===== src/rtl/bram_arb_pkg.sv =====
// Shared types and helpers for the bram_s2p_arb block.
// The read tag gains forwarding fields when BRAM_ARB_FWD_EN is defined.
package bram_arb_pkg;
   localparam int AW_DEF  = 9;
   localparam int DW_DEF  = 40;
   localparam int MAX_REQ = 4;
   localparam int IDX_W   = 2;

   typedef struct packed {
      logic              valid;
      logic [IDX_W-1:0]  idx;
`ifdef BRAM_ARB_FWD_EN
      logic              fwd;
      logic [DW_DEF-1:0] fwd_data;
`endif
   } rd_tag_t;

   // One-hot grant for the first asserted request at or after ptr, cyclic over n.
   function automatic logic [MAX_REQ-1:0] rr_pick(input logic [MAX_REQ-1:0] req,
                                                  input logic [IDX_W-1:0]   ptr,
                                                  input int                 n);
      logic [MAX_REQ-1:0] gnt;
      logic               found;
      logic [IDX_W-1:0]   idx;
      gnt   = '0;
      found = 1'b0;
      for (int k = 0; k < MAX_REQ; k++) begin
         idx = IDX_W'((int'(ptr) + k) % n);
         if (k < n && !found && req[idx]) begin
            gnt[idx] = 1'b1;
            found    = 1'b1;
         end
      end
      return gnt;
   endfunction
endpackage


===== src/rtl/bram_arb_rr.sv =====
// Round-robin arbiter: combinational grant, pointer moves past the winner on a grant.
module bram_arb_rr
   import bram_arb_pkg::*;
#(
   parameter int N = 2
)(
   input  logic             clk,
   input  logic             reset,
   input  logic [N-1:0]     req,
   output logic [N-1:0]     gnt,
   output logic             gnt_vld,
   output logic [IDX_W-1:0] gnt_idx
);
   logic [IDX_W-1:0]   ptr_q, ptr_d;
   logic [MAX_REQ-1:0] req_ext, pick;

   always_comb begin
      req_ext        = '0;
      // nothing is granted while the block is held in reset
      req_ext[N-1:0] = req & {N{reset}};
      pick           = rr_pick(req_ext, ptr_q, N);
      gnt            = pick[N-1:0];
      gnt_vld        = |pick;
      gnt_idx        = '0;
      for (int i = 0; i < MAX_REQ; i++) begin
         if (pick[i]) gnt_idx = IDX_W'(i);
      end
      ptr_d = ptr_q;
      if (gnt_vld) ptr_d = (gnt_idx == IDX_W'(N - 1)) ? '0 : gnt_idx + 1'b1;
   end

   always_ff @(posedge clk or negedge reset) begin
      if (!reset) ptr_q <= '0;
      else        ptr_q <= ptr_d;
   end
endmodule


===== src/rtl/bram_s2p_arb.sv =====
// Shares one simple-dual-port BRAM wrapper between NUM_REQ requesters with independent
// write/read round-robin arbitration. BRAM_ARB_FWD_EN: forward pending writes instead of stalling.
module bram_s2p_arb
   import bram_arb_pkg::*;
#(
   parameter int NUM_REQ  = 2,
   parameter int AW       = AW_DEF,
   parameter int DW       = DW_DEF,
   parameter int RD_LAT   = 2,
   parameter int WEN_SKEW = 1
)(
   input  logic                  clk,
   input  logic                  reset,
   input  logic [NUM_REQ-1:0]    wr_req,
   input  logic [NUM_REQ*AW-1:0] wr_addr,
   input  logic [NUM_REQ*DW-1:0] wr_data,
   output logic [NUM_REQ-1:0]    wr_gnt,
   input  logic [NUM_REQ-1:0]    rd_req,
   input  logic [NUM_REQ*AW-1:0] rd_addr,
   output logic [NUM_REQ-1:0]    rd_gnt,
   output logic [NUM_REQ-1:0]    rd_valid,
   output logic [DW-1:0]         rd_data,
   output logic                  bram_wen,
   output logic [AW-1:0]         bram_waddr,
   output logic [DW-1:0]         bram_din,
   output logic [AW-1:0]         bram_raddr,
   input  logic [DW-1:0]         bram_dout
);
   localparam int SK = (WEN_SKEW == 0) ? 1 : WEN_SKEW;

   logic               wr_vld, rd_vld;
   logic [IDX_W-1:0]   wr_idx, rd_idx;
   logic [AW-1:0]      wr_addr_sel, rd_addr_sel;
   logic [DW-1:0]      wr_data_sel;
   logic [NUM_REQ-1:0] rd_cand;

   logic               wq_vld_q  [SK];
   logic               wq_vld_d  [SK];
   logic [AW-1:0]      wq_addr_q [SK];
   logic [AW-1:0]      wq_addr_d [SK];
   logic [DW-1:0]      wq_data_q [SK];
   logic [DW-1:0]      wq_data_d [SK];
   logic [AW-1:0]      raddr_q, raddr_d;
   logic [DW-1:0]      rd_data_q, rd_data_d;
   rd_tag_t            tag_q [RD_LAT];
   rd_tag_t            tag_d [RD_LAT];
   rd_tag_t            tag_new, tag_out;

   bram_arb_rr #(.N(NUM_REQ)) u_wr_rr (
      .clk(clk), .reset(reset), .req(wr_req),
      .gnt(wr_gnt), .gnt_vld(wr_vld), .gnt_idx(wr_idx)
   );

   bram_arb_rr #(.N(NUM_REQ)) u_rd_rr (
      .clk(clk), .reset(reset), .req(rd_cand),
      .gnt(rd_gnt), .gnt_vld(rd_vld), .gnt_idx(rd_idx)
   );

   always_comb begin
      wr_addr_sel = '0;
      wr_data_sel = '0;
      rd_addr_sel = '0;
      for (int i = 0; i < NUM_REQ; i++) begin
         if (wr_idx == IDX_W'(i)) begin
            wr_addr_sel = wr_addr[i*AW +: AW];
            wr_data_sel = wr_data[i*DW +: DW];
         end
         if (rd_idx == IDX_W'(i)) rd_addr_sel = rd_addr[i*AW +: AW];
      end
   end

   // Stage addr/data only load behind a live write so the wrapper sees held values when idle.
   always_comb begin
      wq_vld_d[0]  = wr_vld && (WEN_SKEW != 0);
      wq_addr_d[0] = wr_vld ? wr_addr_sel : wq_addr_q[0];
      wq_data_d[0] = wr_vld ? wr_data_sel : wq_data_q[0];
      for (int k = 1; k < SK; k++) begin
         wq_vld_d[k]  = wq_vld_q[k-1];
         wq_addr_d[k] = wq_vld_q[k-1] ? wq_addr_q[k-1] : wq_addr_q[k];
         wq_data_d[k] = wq_vld_q[k-1] ? wq_data_q[k-1] : wq_data_q[k];
      end
   end

   assign bram_wen   = wr_vld;
   assign bram_waddr = (WEN_SKEW == 0 && wr_vld) ? wr_addr_sel : wq_addr_q[SK-1];
   assign bram_din   = (WEN_SKEW == 0 && wr_vld) ? wr_data_sel : wq_data_q[SK-1];
   assign bram_raddr = rd_vld ? rd_addr_sel : raddr_q;
   assign raddr_d    = bram_raddr;

`ifdef BRAM_ARB_FWD_EN
   logic          fwd_hit;
   logic [DW-1:0] fwd_data;

   assign rd_cand = rd_req;

   // Oldest first so the youngest matching write overrides.
   always_comb begin
      fwd_hit  = 1'b0;
      fwd_data = '0;
      for (int k = SK - 1; k >= 0; k--) begin
         if (wq_vld_q[k] && wq_addr_q[k] == rd_addr_sel) begin
            fwd_hit  = 1'b1;
            fwd_data = wq_data_q[k];
         end
      end
      if (wr_vld && wr_addr_sel == rd_addr_sel) begin
         fwd_hit  = 1'b1;
         fwd_data = wr_data_sel;
      end
   end
`else
   logic [NUM_REQ-1:0] hit;

   always_comb begin
      hit = '0;
      for (int i = 0; i < NUM_REQ; i++) begin
         if (wr_vld && wr_addr_sel == rd_addr[i*AW +: AW]) hit[i] = 1'b1;
         for (int k = 0; k < SK; k++) begin
            if (wq_vld_q[k] && wq_addr_q[k] == rd_addr[i*AW +: AW]) hit[i] = 1'b1;
         end
      end
   end

   assign rd_cand = rd_req & ~hit;
`endif

   always_comb begin
      tag_new       = '0;
      tag_new.valid = rd_vld;
      tag_new.idx   = rd_idx;
`ifdef BRAM_ARB_FWD_EN
      tag_new.fwd      = fwd_hit;
      tag_new.fwd_data = fwd_data;
`endif
      tag_d[0] = tag_new;
      for (int k = 1; k < RD_LAT; k++) tag_d[k] = tag_q[k-1];
   end

   assign tag_out = tag_q[RD_LAT-1];

   always_comb begin
      rd_valid = '0;
      for (int i = 0; i < NUM_REQ; i++) rd_valid[i] = tag_out.valid && (tag_out.idx == IDX_W'(i));
      rd_data = rd_data_q;
      if (tag_out.valid) begin
`ifdef BRAM_ARB_FWD_EN
         rd_data = tag_out.fwd ? tag_out.fwd_data : bram_dout;
`else
         rd_data = bram_dout;
`endif
      end
   end

   assign rd_data_d = rd_data;

   always_ff @(posedge clk or negedge reset) begin
      if (!reset) begin
         for (int k = 0; k < SK; k++) begin
            wq_vld_q[k]  <= 1'b0;
            wq_addr_q[k] <= '0;
            wq_data_q[k] <= '0;
         end
         for (int k = 0; k < RD_LAT; k++) tag_q[k] <= '0;
         raddr_q   <= '0;
         rd_data_q <= '0;
      end else begin
         for (int k = 0; k < SK; k++) begin
            wq_vld_q[k]  <= wq_vld_d[k];
            wq_addr_q[k] <= wq_addr_d[k];
            wq_data_q[k] <= wq_data_d[k];
         end
         for (int k = 0; k < RD_LAT; k++) tag_q[k] <= tag_d[k];
         raddr_q   <= raddr_d;
         rd_data_q <= rd_data_d;
      end
   end
endmodule


===== config.mk =====
export PLATFORM = sky130hd
export DESIGN_NAME = bram_s2p_arb
export DESIGN_NICKNAME = d
export VERILOG_FILES = /design/src/rtl/bram_arb_pkg.sv /design/src/rtl/bram_arb_rr.sv /design/src/rtl/bram_s2p_arb.sv
export SDC_FILE = /design/constraint.sdc
export NUM_CORES = 1
export LEC_CHECK = 0
export CAP_MARGIN = 10
export CORE_MARGIN = 2
export CORE_UTILIZATION = 43
export CTS_CLUSTER_SIZE = 20
export DETAILED_ROUTE_END_ITERATION = 7
export PLACE_DENSITY = 0.87
export SLEW_MARGIN = 20
export SYNTH_ARGS = -nofsm -noshare
export SYNTH_HDL_FRONTEND = slang
export SYNTH_SLANG_ARGS = --single-unit

===== constraint.sdc =====
create_clock -name clk -period 5.69 [get_ports clk]
set_clock_uncertainty 0.2 [all_clocks]
set_input_delay 0.8535 -clock clk [delete_from_list [all_inputs] [get_ports clk]]
set_output_delay 0.8535 -clock clk [all_outputs]
set_load 0.01 [all_outputs]

# Word-level counts from Yosys, hierarchy flattened
# Cells that the tools add are included.
# W data, S select, Z words.
[op_classes] addsub=4 order_cmp=8 n_eq_ne=7 n_mux=42 n_bitwise=8 reduce_logical=19
[ops] cell="$mux W40" count=3
[ops] cell="$mux W9" count=5
[ops] cell="$eq A9 B9 Y1" count=4
[ops] cell="$mux W1" count=20
[ops] cell="$logic_and A1 B1 Y1" count=12
[ops] cell="$mux W2" count=6
[ops] cell="$mux W4" count=2
[ops] cell="$or A4 B4 Y4" count=2
[ops] cell="$reduce_or A4 Y1" count=2
[ops] cell="$and A2 B2 Y2" count=3
[ops] cell="$eq A2 B1 Y1 const B" count=3
[ops] cell="$logic_not A2 Y1" count=3
[ops] cell="$lt A1 B3 Y1 const B" count=2
[ops] cell="$lt A2 B3 Y1 const B" count=2
[ops] cell="$add A1 B1 Y1 const B" count=4
[ops] cell="$bmux W1 S2" count=2
[ops] cell="$demux W1 S2" count=2
[ops] cell="$ge A2 B1 Y1 const B" count=2
[ops] cell="$and A1 B1 Y1 const A" count=2
[ops] cell="$demux W1 S1" count=2
[ops] cell="$ge A1 B1 Y1 const B" count=2
[ops] cell="$logic_not A1 Y1" count=2
[ops] cell="$not A2 Y2" count=1
[totals] reg_bits=107 inputBits=162

# Longest topological paths before layout
[depth] ltp_word=34 mapped_depth=9

# Cells and area by module
# Synthesis repeated with hierarchy kept, for this count alone.
[hier_totals] cells_unflattened=422 hier_area_um2=5013.6
[by_module_without_submodules] mod="bram_s2p_arb" instances=1 cells_each=398 area_per_inst_um2=4838.4
[by_module_without_submodules] mod="bram_arb_rr" instances=2 cells_each=12 area_per_inst_um2=87.6

# Worst setup path before layout
# No wires, ideal clock.
[synth_timing] kind="input to output" startpoint="input port wr_req[0]" endpoint="output port bram_raddr[0]" t_arrival_ns=2.530 required_ns=4.637 setup_slack_ns=2.107 cell_stages=9 cell_sequence="and2b_4 > nor2_4 > buf_4 > a31oi_1 > a221oi_2 > nand4_1 > and3_4 > buf_6 > a221o_1"
[synth_rtl] item="from (decl)" line="bram_s2p_arb.sv:14" source="input logic [NUM_REQ-1:0] wr_req,"
[synth_rtl] item="$and A2 B2 Y2 (*)" line="bram_arb_rr.sv:20" source="req_ext[N-1:0] = req & {N{reset}};"
[synth_rtl] item="$mux W1 (not written as such) (2 in a row)" line="bram_arb_pkg.sv:29" source="if (k < n && !found && req[idx]) begin"
[synth_rtl] item="$mux W1" line="bram_arb_pkg.sv:29"
[synth_rtl] item="$logic_not A1 Y1" line="bram_arb_pkg.sv:29"
[synth_rtl] item="$logic_and A1 B1 Y1" line="bram_arb_pkg.sv:29"
[synth_rtl] item="$mux W4 (*)" line="bram_arb_pkg.sv:29"
[synth_rtl] item="$mux W1" line="bram_arb_rr.sv:26" source="if (pick[i]) gnt_idx = IDX_W'(i);"
[synth_rtl] item="$mux W2 (2 in a row)" line="bram_arb_rr.sv:26"
[synth_rtl] item="[... 10 more ...]"
[synth_rtl] item="$mux W1 (not written as such) (2 in a row)" line="bram_arb_pkg.sv:29"
[synth_rtl] item="$mux W1" line="bram_arb_pkg.sv:29"
[synth_rtl] item="$logic_not A1 Y1" line="bram_arb_pkg.sv:29"
[synth_rtl] item="$logic_and A1 B1 Y1" line="bram_arb_pkg.sv:29"
[synth_rtl] item="$mux W4 (*)" line="bram_arb_pkg.sv:29"
[synth_rtl] item="named net rd_gnt[0]" line="bram_s2p_arb.sv:20" source="output logic [NUM_REQ-1:0] rd_gnt,"
[synth_rtl] item="$reduce_or A4 Y1 (*)" line="bram_arb_rr.sv:23" source="gnt_vld = |pick;"
[synth_rtl] item="$mux W9 (*)" line="bram_s2p_arb.sv:87" source="assign bram_raddr = rd_vld ? rd_addr_sel : raddr_q;"
[synth_rtl] item="to (decl)" line="bram_s2p_arb.sv:26" source="output logic [AW-1:0] bram_raddr,"
# The timed path passes the listed nets; every way through them passes the cells marked *. The select of a mux whose other input is x is not followed.

# Worst setup path in the final report
[layout_timing] startpoint="input port wr_req[1]" endpoint="output port bram_raddr[7]"
[layout_via] elab_chain_len=33
[layout_lines] item="$and A2 B2 Y2 (*)" line="bram_arb_rr.sv:20"
[layout_lines] item="$mux W1 (not written as such) (2 in a row)" line="bram_arb_pkg.sv:29"
[layout_lines] item="$mux W1" line="bram_arb_pkg.sv:29"
[layout_lines] item="$logic_not A1 Y1" line="bram_arb_pkg.sv:29"
[layout_lines] item="$logic_and A1 B1 Y1" line="bram_arb_pkg.sv:29"
[layout_lines] item="$mux W4 (*)" line="bram_arb_pkg.sv:29"
[layout_lines] item="$mux W1" line="bram_arb_rr.sv:26"
[layout_lines] item="$mux W2 (2 in a row)" line="bram_arb_rr.sv:26"
[layout_lines] item="[... 13 more ...]"
[layout_lines] item="$logic_not A1 Y1" line="bram_arb_pkg.sv:29"
[layout_lines] item="$logic_and A1 B1 Y1" line="bram_arb_pkg.sv:29"
[layout_lines] item="$mux W4 (*)" line="bram_arb_pkg.sv:29"
[layout_lines] item="$mux W1" line="bram_arb_rr.sv:26"
[layout_lines] item="$mux W2 (2 in a row)" line="bram_arb_rr.sv:26"
[layout_lines] item="$logic_not A2 Y1" line="bram_s2p_arb.sv:68" source="if (rd_idx == IDX_W'(i)) rd_addr_sel = rd_addr[i*AW +: AW];"
[layout_lines] item="$mux W9 (2 in a row)" line="bram_s2p_arb.sv:68"
[layout_lines] item="$mux W9 (*)" line="bram_s2p_arb.sv:87"
# Every way passes the cells marked *; elsewhere a longest branch is shown, timed or not. The select of a mux whose other input is x is not followed.

==> results.cfg <==
[clock_network]
cts_tree = yes
cts_buffers = 9
cts_sinks = 105
htreeDepth = 3
clk_latency_ns = 0.34
clockBufferDepth = 2
clkSlewWorstSetupHoldPaths_ns = 0.07
cts_root_buffer = clkbuf_16
cts_setup_buffers = 0
cts_hold_buf = 0
cts_resized = 0

[placement]
placed_cell_area_sq_mm = 0.00794
hpwlAfterDp_mm = 12.7
post-place-ws_ns = 0.268
gp_congestion = 0.944
port_buffers = 266

[pwr]
sw_frac_of_total_pct = 28.6
comb_power_share_pct = 31.7
power.switching_uw = 634
irDropWorstVdd_mv = 0.147
p_int_uw = 1580
powerDensity_mw_per_mm2 = 269
power_frac_seq_pct = 41.1
power_leakage_uw = 0.00331
p_clk_share_pct = 27.3

[routing]
post_drt_wl_per_cell_microns = 18.9
drc = 0
vias = 4661
first_pass_iters = 5
drtIter0Drc = 270
routed_via_density = 5.36
routed_wl_mm = 16.5
ant_nets = 0

[run]
cap_violations = 0

[setup_path]
timing.rr.start = u_wr_rr.ptr_q[0]
cp.buffers_inverters = 2
startpoint = wr_req[1]
slowest_delay_ns = 0.63
crit_required_ns = 4.64
cpMostUsedCell = clkdlybuf4s50_1
crit_path_start_kind = primary input
crit_chain = clkdlybuf4s50_1 -> and2_1 -> nand3_2 -> and3_1 -> nor4_2 -> nand4_1 -> a31oi_4 -> a221o_1 -> clkdlybuf4s50_1
slowest_stage = clkdlybuf4s50_1
critPathTopFamily = simple AND/OR/NAND/NOR gates
setup.worst_path.class = in -> out
path_max_fanout = 12
worstPathArrival_ns = 4.43
end_kind = output pin

[logic_synthesis]
synth_top_area_cell = dfrtp_1
avgSynthCellArea_sq_um = 11.2
ys.flop_type = dfrtp_1
synth_edf_count = 0
yosys-top-cells-count = dfrtp_1 (105), nand2_1 (49), o21ai_0 (46)
synth_cell_types = 46
synth_top_area_share_pct = 50.9
synth_nets = 625
ys_seq_area_share_pct = 50.9
yosysMostFrequentCell = dfrtp_1
async_flop_share_pct = 100
ys.warnings.count = 0
synthTopCellsByArea = dfrtp_1 (51%), mux2_2 (8.7%), mux2i_1 (8.5%)
ys_seq_elements = 105
synthCells = 463
synth.cell_area_sq_mm = 0.00516

[floorplanning]
row_count = 40
start_util_pct = 43.5
die_w_microns = 114
ioPinCount = 267
die_area_sq_mm = 0.0129
fp.coreArea_sq_mm = 0.0119
die_h_microns = 114

[global_route]
grt_util_met1_pct = 29.9
met3_usage_pct = 8.45
grt_usage_pct = 25.7
antenna_found_initial = 0
grt_pass1_wl_mm = 25.6
grt_pass1_vias = 4913
grt_overflow_total = 0
grt_most_used_layer = met2
use_met2_pct = 45.1
grt_start_max_net_pins = 88

[layout]
fin_nets = 881
fin_area_sq_mm = 0.00823
n_fill_cell = 907
syn2layout_area_growth_pct = 59.5
drive_gt1_share_pct = 10.7
antenna_cells = 0

[timing]
max_freq_mhz = 182
holdWs_ns = 0.158
setup_violations = 0
worstMarginPinSlew_ns = 0.819
report.final.slew_viol_count = 0
setup_slack_ns = 0.205
relSlewSlack_pct = 45.4
finalCritPeriodShare_pct = 96.4
min_period_ns = 5.49
finalHoldViolations = 0
rsz0062_at_grt = false
finalSetupTns_ns = 0

[min_path]
min-delay-start = tag_d[0]
hold_path_class = reg -> reg

[run_status]
status = finished clean
per-stage QoR:
| stage | util, % | power (uW) | instances |
|---|---|---|---|
| after floorplan | - | 1200 | 463 |
| after global placement | 66.9 | 1600 | 855 |
| after detailed placement | 66.9 | 1630 | 855 |
| after CTS | 69.3 | 2230 | 870 |
| after global routing | 69.4 | 2330 | 870 |
| final | 69.4 | 2210 | 870 |
worst paths after layout:
path                                 end  slack [ns]  cells past startpoint
min                           tag_out[0]        0.16                      0
max                        bram_raddr[7]        0.20                      9
min in group asynchronous  bram_waddr[7]        0.45                      2
max in group asynchronous   bram_din[28]        3.63                      3
min reg2reg                   tag_out[0]        0.16                      0
max reg2reg                   raddr_q[7]        2.61                      7
routing by layer:
metal,up-vias,share of wire [%]
met5,-,0
met4,0,2.2
met3,32,9.6
met2,252,51
met1,2215,37
li1,2162,-
placed cells by master, fill, tap and decap left out, drive strengths merged, types with 2 or more instances in the layout:
cell type      instances
o211ai                 2
inv                   17
nor2                   8
o21ai                 53
nand3                  8
nand4                  3
a311oi                 9
mux2i                 44
xor2                  14
nand2b                 2
buf                    7
o2111ai                3
and3                   8
clkbuf                11
clkdlybuf4s50        265
a221o                  9
nor2b                  3
a31oi                  9
nor4                   5
a22oi                  2
a21oi                 10
dfrtp                105
nand2                 50
xnor2                 19
mux2                  40
and2                   4
power groups by stage:
| stage | logic, uW | clock network [uW] | registers (uW) |
|---|---|---|---|
| 2_1_floorplan | 266 | 0 | 932 |
| 3_3_place_gp | 686 | 0 | 917 |
| 3_5_place_dp | 703 | 0 | 924 |
| 4_1_cts | 706 | 617 | 910 |
| 5_1_grt | 754 | 650 | 922 |
| 6_report | 701 | 603 | 909 |
logic make-up (layout without fill, tap and decap cells):
family	Yosys count	count (layout)	share of synthesized area (%)
xor gates and xnor gates	33	33	5.60
AOI/OAI and AO/OA	104	104	13.2
muxes	84	84	17.3
and+or+nand+nor	95	95	9.53
DFF	105	105	50.9
buffers and inverters	42	302	3.56
flip-flops by register name, indices dropped and copies added (netlist names):
| name | cells |
|---|---|
| bram_din | 40 |
| rd_data_q | 40 |
| bram_waddr | 9 |
| raddr_q | 9 |
| tag_d | 2 |
| tag_out | 2 |
| u_rd_rr.ptr_q | 1 |
| u_wr_rr.ptr_q | 1 |
| wq_vld_q | 1 |
area by class of cell:
type,instances,area [sq um],area share (%)
Clock inverter,4,36.3,0.441
Sequential cell,105,2630,31.9
Tap cell,147,184,2.23
Inverter,15,56.3,0.684
Timing Repair Buffer,272,2710,32.9
Clock buffer,11,253,3.07
Multi-Input combinational cell,316,2370,28.8
Note: power is estimated with default switching activity, not from simulation.
